### config.mk
export PLATFORM = sky130hd
export DESIGN_NAME = mul_shared
export DESIGN_NICKNAME = d
export VERILOG_FILES = /design/src/rtl/mul_shared_pkg.sv /design/src/rtl/mul_core.sv /design/src/rtl/mul_shared.sv
export SDC_FILE = /design/constraint.sdc
export NUM_CORES = 1
export LEC_CHECK = 0
export BUFFER_PORTS_ARGS = -buffer_cell sky130_fd_sc_hd__buf_2
export CORE_ASPECT_RATIO = 1.4
export CORE_MARGIN = 4
export CORE_UTILIZATION = 40
export DETAILED_ROUTE_END_ITERATION = 6
export GPL_ROUTABILITY_DRIVEN = 0
export HOLD_SLACK_MARGIN = 0.05
export PLACE_DENSITY_LB_ADDON = 0.15
export SETUP_SLACK_MARGIN = 0.5
export SYNTH_ARGS = -nofsm -noshare
export SYNTH_HDL_FRONTEND = slang
export SYNTH_SLANG_ARGS = --single-unit
### constraint.sdc
create_clock -name clk_i -period 2.6 [get_ports clk_i]
set_input_delay 0.52 -clock clk_i [delete_from_list [all_inputs] [get_ports clk_i]]
set_output_delay 0.52 -clock clk_i [all_outputs]
set_load 0.01 [all_outputs]
### src/rtl/mul_shared_pkg.sv
// Shared constants and types for the two-port shift-add multiplier.
package mul_shared_pkg;

   localparam int unsigned DEF_WIDTH = 8;
   localparam int unsigned DEF_CNT_W = 4;

   typedef enum logic [1:0] {
      IDLE = 2'd0,
      LOAD = 2'd1,
      RUN  = 2'd2
   } state_t;

   localparam logic P0 = 1'b0;
   localparam logic P1 = 1'b1;

endpackage

### src/rtl/mul_core.sv
// Shift-add datapath: one multiplier bit per cycle, LSB first, after a load.
module mul_core
   import mul_shared_pkg::*;
#(
   parameter int unsigned WIDTH = DEF_WIDTH,
   parameter int unsigned CNT_W = DEF_CNT_W
) (
   input  logic                 clk_i,
   input  logic                 rst_i,
   input  logic                 load_i,
   input  logic [WIDTH-1:0]     a_i,
   input  logic [WIDTH-1:0]     b_i,
   output logic                 busy_o,
   output logic                 done_o,
   output logic [2*WIDTH-1:0]   p_o
);

   localparam int unsigned PW = 2 * WIDTH;

   logic [PW-1:0]    acc;
   logic [PW-1:0]    mcand;
   logic [WIDTH-1:0] mplier;
   logic [CNT_W-1:0] cnt;
   logic             running;
   logic [PW-1:0]    sum;
   logic             last;

   // Sum including the current step's add, so completion needs no extra cycle.
   assign sum    = acc + (mplier[0] ? mcand : '0);
   assign last   = (cnt == CNT_W'(WIDTH - 1));
   assign busy_o = running;
   assign done_o = running & last;
   assign p_o    = sum;

   always_ff @(posedge clk_i or negedge rst_i) begin
      if (!rst_i) begin
         acc     <= '0;
         mcand   <= '0;
         mplier  <= '0;
         cnt     <= '0;
         running <= 1'b0;
      end else if (load_i) begin
         acc     <= '0;
         mcand   <= PW'(a_i);
         mplier  <= b_i;
         cnt     <= '0;
         running <= 1'b1;
      end else if (running) begin
         acc     <= sum;
         mcand   <= mcand << 1;
         mplier  <= mplier >> 1;
         cnt     <= cnt + CNT_W'(1);
         if (last) begin
            running <= 1'b0;
         end
      end
   end

endmodule

### src/rtl/mul_shared.sv
// Two requester ports sharing one sequential multiplier, round-robin arbitrated.
module mul_shared
   import mul_shared_pkg::*;
#(
   parameter int unsigned WIDTH = DEF_WIDTH,
   parameter int unsigned CNT_W = DEF_CNT_W
) (
   input  logic                 clk_i,
   input  logic                 rst_i,
   input  logic [WIDTH-1:0]     a0_i,
   input  logic [WIDTH-1:0]     b0_i,
   input  logic                 start0_i,
   output logic                 busy0_o,
   output logic [2*WIDTH-1:0]   y0_bo,
   input  logic [WIDTH-1:0]     a1_i,
   input  logic [WIDTH-1:0]     b1_i,
   input  logic                 start1_i,
   output logic                 busy1_o,
   output logic [2*WIDTH-1:0]   y1_bo
);

   state_t             state;
   state_t             state_d;
   logic               grant;
   logic               grant_d;
   logic               last_grant;
   logic               last_grant_d;
   logic               load_c;
   logic               complete_c;
   logic [1:0]         pend;
   logic [1:0]         start;
   logic [WIDTH-1:0]   a_in [2];
   logic [WIDTH-1:0]   b_in [2];
   logic [WIDTH-1:0]   a_q  [2];
   logic [WIDTH-1:0]   b_q  [2];
   logic [2*WIDTH-1:0] y_q  [2];
   logic               core_busy;
   logic               core_done;
   logic [2*WIDTH-1:0] core_p;

   assign start   = {start1_i, start0_i};
   assign a_in[0] = a0_i;
   assign a_in[1] = a1_i;
   assign b_in[0] = b0_i;
   assign b_in[1] = b1_i;

   assign busy0_o = pend[0];
   assign busy1_o = pend[1];
   assign y0_bo   = y_q[0];
   assign y1_bo   = y_q[1];

   // Capture, pending flags and held results; a busy port ignores start.
   always_ff @(posedge clk_i or negedge rst_i) begin
      if (!rst_i) begin
         pend <= '0;
         for (int n = 0; n < 2; n++) begin
            a_q[n] <= '0;
            b_q[n] <= '0;
            y_q[n] <= '0;
         end
      end else begin
         for (int n = 0; n < 2; n++) begin
            if (complete_c && (grant == 1'(n))) begin
               pend[n] <= 1'b0;
               y_q[n]  <= core_p;
            end else if (start[n] && !pend[n]) begin
               pend[n] <= 1'b1;
               a_q[n]  <= a_in[n];
               b_q[n]  <= b_in[n];
            end
         end
      end
   end

   always_ff @(posedge clk_i or negedge rst_i) begin
      if (!rst_i) begin
         state      <= IDLE;
         grant      <= P0;
         last_grant <= P1;
      end else begin
         state      <= state_d;
         grant      <= grant_d;
         last_grant <= last_grant_d;
      end
   end

   // Arbiter and sequencing; on a tie the port that did not go last wins.
   always_comb begin
      state_d      = state;
      grant_d      = grant;
      last_grant_d = last_grant;
      load_c       = 1'b0;
      complete_c   = 1'b0;
      case (state)
         IDLE: begin
            if (|pend) begin
               if (&pend) begin
                  grant_d = ~last_grant;
               end else begin
                  grant_d = pend[1] ? P1 : P0;
               end
               last_grant_d = grant_d;
               state_d      = LOAD;
            end
         end
         LOAD: begin
            load_c  = 1'b1;
            state_d = RUN;
         end
         RUN: begin
            if (core_busy && core_done) begin
               complete_c = 1'b1;
               state_d    = IDLE;
            end
         end
         default: state_d = IDLE;
      endcase
   end

   mul_core #(
      .WIDTH (WIDTH),
      .CNT_W (CNT_W)
   ) u_core (
      .clk_i  (clk_i),
      .rst_i  (rst_i),
      .load_i (load_c),
      .a_i    (a_q[grant]),
      .b_i    (b_q[grant]),
      .busy_o (core_busy),
      .done_o (core_done),
      .p_o    (core_p)
   );

endmodule

# Word-level counts from Yosys, hierarchy flattened
# Cells that the tools add are included.
# op_classes
add_sub_neg	2
magnitude_cmp	1
n_eq_ne	5
muxes	30
n_bitwise	6
n_reduce_logical	17
# ops
op	count
2-to-1 mux 16 bit	5
2-to-1 mux 8 bit	8
adder 16 bit	1
2-to-1 mux 1 bit	12
AND reduction 2 bit	5
2-to-1 mux 4 bit	2
case mux 2 bit (3 select lines)	1
nonzero test 2 bit	3
logical AND 1 bit	5
adder 4 x 1 -> 4 bit, second input constant	1
== test 4 x 3 -> 1 bit, second input constant	1
2-to-1 mux 2 bit	2
!= test 2 bit, second input constant	2
inverter 1 bit	4
== test 2 x 1 -> 1 bit, second input constant	1
== test 2 bit, second input constant	1
>= comparator 2 bit, second input constant	1
zero test 1 bit	2
zero test 2 bit	1
inverter 1 -> 2 bit	1
OR reduction 2 bit	1
bitwise AND 1 bit	1
# totals
ff_bits	115
in_bits	36
wordCells	77

# Longest topological paths before layout
# depth
ltp_word	8
mapped_depth	10
ltp_nobuf	9

# Cells and area by module
# From an unflattened synthesis, not the netlist that was laid out.
# unflattened
cells_unflattened	490
area_unflattened_um2	5895.7
# by_module_without_submodules
mod	instances	cells_each	area_each_um2
mul_shared	1	178	2957.8
mul_core	1	312	2937.8

# Least setup slack after synthesis
# No wires, ideal clock.
# synth_path
path_type	flip-flop to flip-flop
from	reg u_core.mplier[0]
to	reg y_q (netlist bit y1_bo[15])
t_arrival_ns	2.405
required_time_ns	2.475
slack_ns	0.070
stages_incl_launch_ff	11
path_buffers	2
period_less_slack_ns	2.530
path_cell_list	dfrtp_1 -> clkbuf_1 -> and2_1 -> ha_1 -> buf_2 -> a21oi_2 -> o21ai_1 -> a311o_1 -> a211o_1 -> o311a_1 -> mux2_2
# synth_via
elab_chain_len	2
# synth_lines
element	line	text
start, declared	mul_core.sv:22	logic [WIDTH-1:0] mplier;
start signal, assigned	mul_core.sv:45	mplier <= b_i;
start signal, assigned	mul_core.sv:51	mplier <= mplier >> 1;
2-to-1 mux 16 bit	mul_core.sv:29	assign sum = acc + (mplier[0] ? mcand : '0);
adder 16 bit	mul_core.sv:29	
end signal, assigned by index	mul_shared.sv:65	y_q[n] <= core_p;
end, declared	mul_shared.sv:36	logic [2*WIDTH-1:0] y_q [2];
# No other way between the ends.
# A chain may end at the register's enable or synchronous reset.

# Worst setup path in the final report
# Ends and elaborated chain as after synthesis.

==> summary.txt <==
Global route
  – Initial antenna violation count: 0
  – Vias in the first global route: 4207
  – Pin count of the biggest net entering global routing: 49
  – Total congestion overflow: 0
  – First-pass GRT wire length: 20.91 mm
  – GR Util All Layers: 16.56%

Placement
  – DP Wirelength: 8.661 mm
  – PortBufs: 69
  – Placement Cell Area: 6281 sq um

Cells and area
  – Finished Core Util: 53.60%
  – Layout cell share with drive strength beyond 1: 39.90%
  – Area grow syn2layout: 29.97%
  – # fillers: 1207
  – Final #Nets: 644
  – Design Area, Final: 7277 sq um
  – ANT cells: 0

Timing
  – Worst-Margin Slew: 0.6807 ns
  – Slew HR: 54.62%
  – Final hold vios: 0
  – Final period utilization: 92.70%
  – RSZ-0062 raised after global routing: true
  – Slew Viols, Final: 0
  – Post-layout minimum cycle time: 2.410 ns
  – Max Clock Skew: 0.009682 ns
  – Max Freq: 0.4149 GHz
  – Setup violators final: 0
  – Total negative setup slack: 0 ns

Synthesis
  – Syn nets: 553
  – Number of synthesized flops with an enable pin: 0
  – Post-Syn Area: 5599 sq um
  – Avg Inst Size Synth: 11.20 sq um
  – Post-synthesis sequential area ratio: 51.42%
  – Yosys Warn Count: 0
  – Cell accounting for the most synthesized area: dfrtp_1
  – Synth top area share: 50.95%
  – Synthesized instance count: 500
  – Most common library cells after synthesis: 114 x dfrtp_1, 36 x mux2_2, 36 x nand2_1, 36 x nor2_1, 32 x o21ai_0
  – Ys flop type: dfrtp_1
  – Ys async rst share: 100.0%
  – FF+latch count, synth: 115
  – Top-count cell post-synth: dfrtp_1
  – Netlist cell types: 50
  – Synth top area cells: dfrtp_1 51%, mux2_2 7.2%, mux2i_1 5.5%

Route
  – DRT Wirelength: 12.73 mm
  – Met1 WL: 5.537 mm
  – Iter 0 DRT Violations: 163
  – Wire per inst: 16.20 um
  – Routed via count: 4067
  – DRT Pass-1 Iters: 4
  – DRT antenna net count: 0
  – Detailed-route vias per instance: 5.174
  – Post-route DRC: 0
  – Highest routed metal layer: met4
  – Routed wl met2: 6.477 mm
  – WL met3: 456 um

Die
  – IO Pins: 70
  – Num rows: 50
  – Die W: 108.0 um
  – Die Area: 15980 sq um
  – Starting Density: 41.24%
  – Core Area: 13580 sq um
  – Die Height: 148.0 um

CTS
  – Root Buffer: clkbuf_16
  – Post-CTS Hold Buffers: 0
  – CTS buffer count: 17
  – H-tree level count: 4
  – Deepest clock path buffer count: 2
  – Num Clock Sinks: 115
  – CTS tree: yes
  – Worst skew pair latency: 0.41 ns
  – Worst-path clk slew: 0.05 ns

Power and ir drop
  – Leakage: 3.505 nW
  – Tot Pwr: 9.670 mW
  – Peak VDD IR: 0.5916 mV
  – Pwr dens: 1329 nW/um^2

Setup path
  – FF-to-FF path depth: 8
  – Register-to-Register Setup Slack: 0.19 ns
  – CP arrival: 2.71 ns
  – R2r startpoint: u_core.mplier[0]
  – Crit path required time: 2.90 ns
  – CP Class: flop to flop
  – Worst-path maximum fanout: 8
  – Crit. End Element: flop
  – Reg2reg end: y1_bo[15]
  – Startpoint types: flop

Job
  – Max Cap Viol: 0

Status
  – Status: completed

Worst hold path
  – Hold crit path type: input port to async pin
what timing repair did:
item,4_1_cts,5_1_grt
setup buffers,3,5
resized for setup,39,40
cloned,0,0
pin swaps,18,24
setup endpoints to repair,50,36
metrics by stage:
stage	hold WS (ns)	setup WS [ns]	instances
after floorplan	0.2244	0.1739	500
after global placement	0.4567	0.07015	746
after detailed placement	0.4654	0.01559	746
after CTS	0.07591	0.2247	781
after global routing	0.1052	0.07379	786
final	0.07501	0.1899	786
worst max path at each step:
stage                     startpoint         to
CTS                 u_core.mplier[0]  y1_bo[15]
detailed placement  u_core.mplier[0]  y1_bo[15]
finish              u_core.mplier[0]  y1_bo[15]
floorplan           u_core.mplier[0]  y1_bo[15]
global placement    u_core.mplier[0]  y1_bo[15]
global route        u_core.mplier[0]  y1_bo[15]
cell usage in the layout (no fill, tap or decap), types with 4 or more instances in the layout:
master / instances
nor2b_1: 15
a21o_1: 9
buf_2: 68
clkinv_2: 4
o21ai_0: 14
dfrtp_1: 112
mux2_2: 36
mux2_4: 10
a211oi_2: 4
xor2_1: 5
and2_4: 4
a21oi_2: 6
a211oi_1: 16
buf_4: 27
and2_1: 11
a21oi_1: 21
nand2_1: 34
ha_4: 12
clkinvlp_4: 4
clkbuf_16: 17
mux2i_1: 31
o21a_1: 6
nand3_1: 8
o21ai_1: 16
nor2_1: 30
xnor2_1: 4
power breakdown:
part / internal, mW / total, mW / switching, mW
logic: 2.15 / 4.41 / 2.26
registers: 2.57 / 3.07 / 0.504
clock network: 1.38 / 2.19 / 0.808
sequential cells by signal, indices dropped and copies added, names as in the netlist:
name,cells
a_q,16
b_q,16
grant,1
last_grant,1
pend,2
state,2
u_core.acc,16
u_core.busy_o,1
u_core.cnt,4
u_core.mcand,16
u_core.mplier,8
y0_bo,16
y1_bo,16
metal layers:
metal	vias up	GRT usage, %
met5	-	0
met1	1992	19.66
met2	86	28.21
met4	0	6.822
met3	22	4.369
li1	1967	-
area by class of cell:
type | instances | area, sq um | share of cell area, %
inverters | 1 | 3.754 | 0.05158
well taps | 182 | 227.7 | 3.129
repair buffers | 100 | 616.8 | 8.477
clock buffers | 23 | 478.0 | 6.568
clock inverters | 9 | 80.08 | 1.100
multi-input cells | 356 | 2989 | 41.08
flip-flops and latches | 115 | 2882 | 39.60
kinds of logic (layout without fill, tap and decap cells):
family                   after synthesis  in the layout  synth area share (%)
adder cells (fa/ha/maj)               17             17                 3.933
buffers and inverters                 29            133                 2.592
AO/OA/AOI/OAI                        110            110                 12.25
AND/OR/NAND/NOR                      138            138                 12.16
flip-flops                           115            115                 51.42
XOR/XNOR                              14             14                 2.190
multiplexers                          77             77                 15.46
critical path: stages (launching register included):
cell	delay [ns]
dfrtp_2	0.45
buf_6	0.15
and2_4	0.14
ha_4	0.29
nand4_1	0.17
a21oi_2	0.31
a21oi_2	0.11
o311a_1	0.40
mux2_2	0.27
Power figures use the tool's default switching activity.
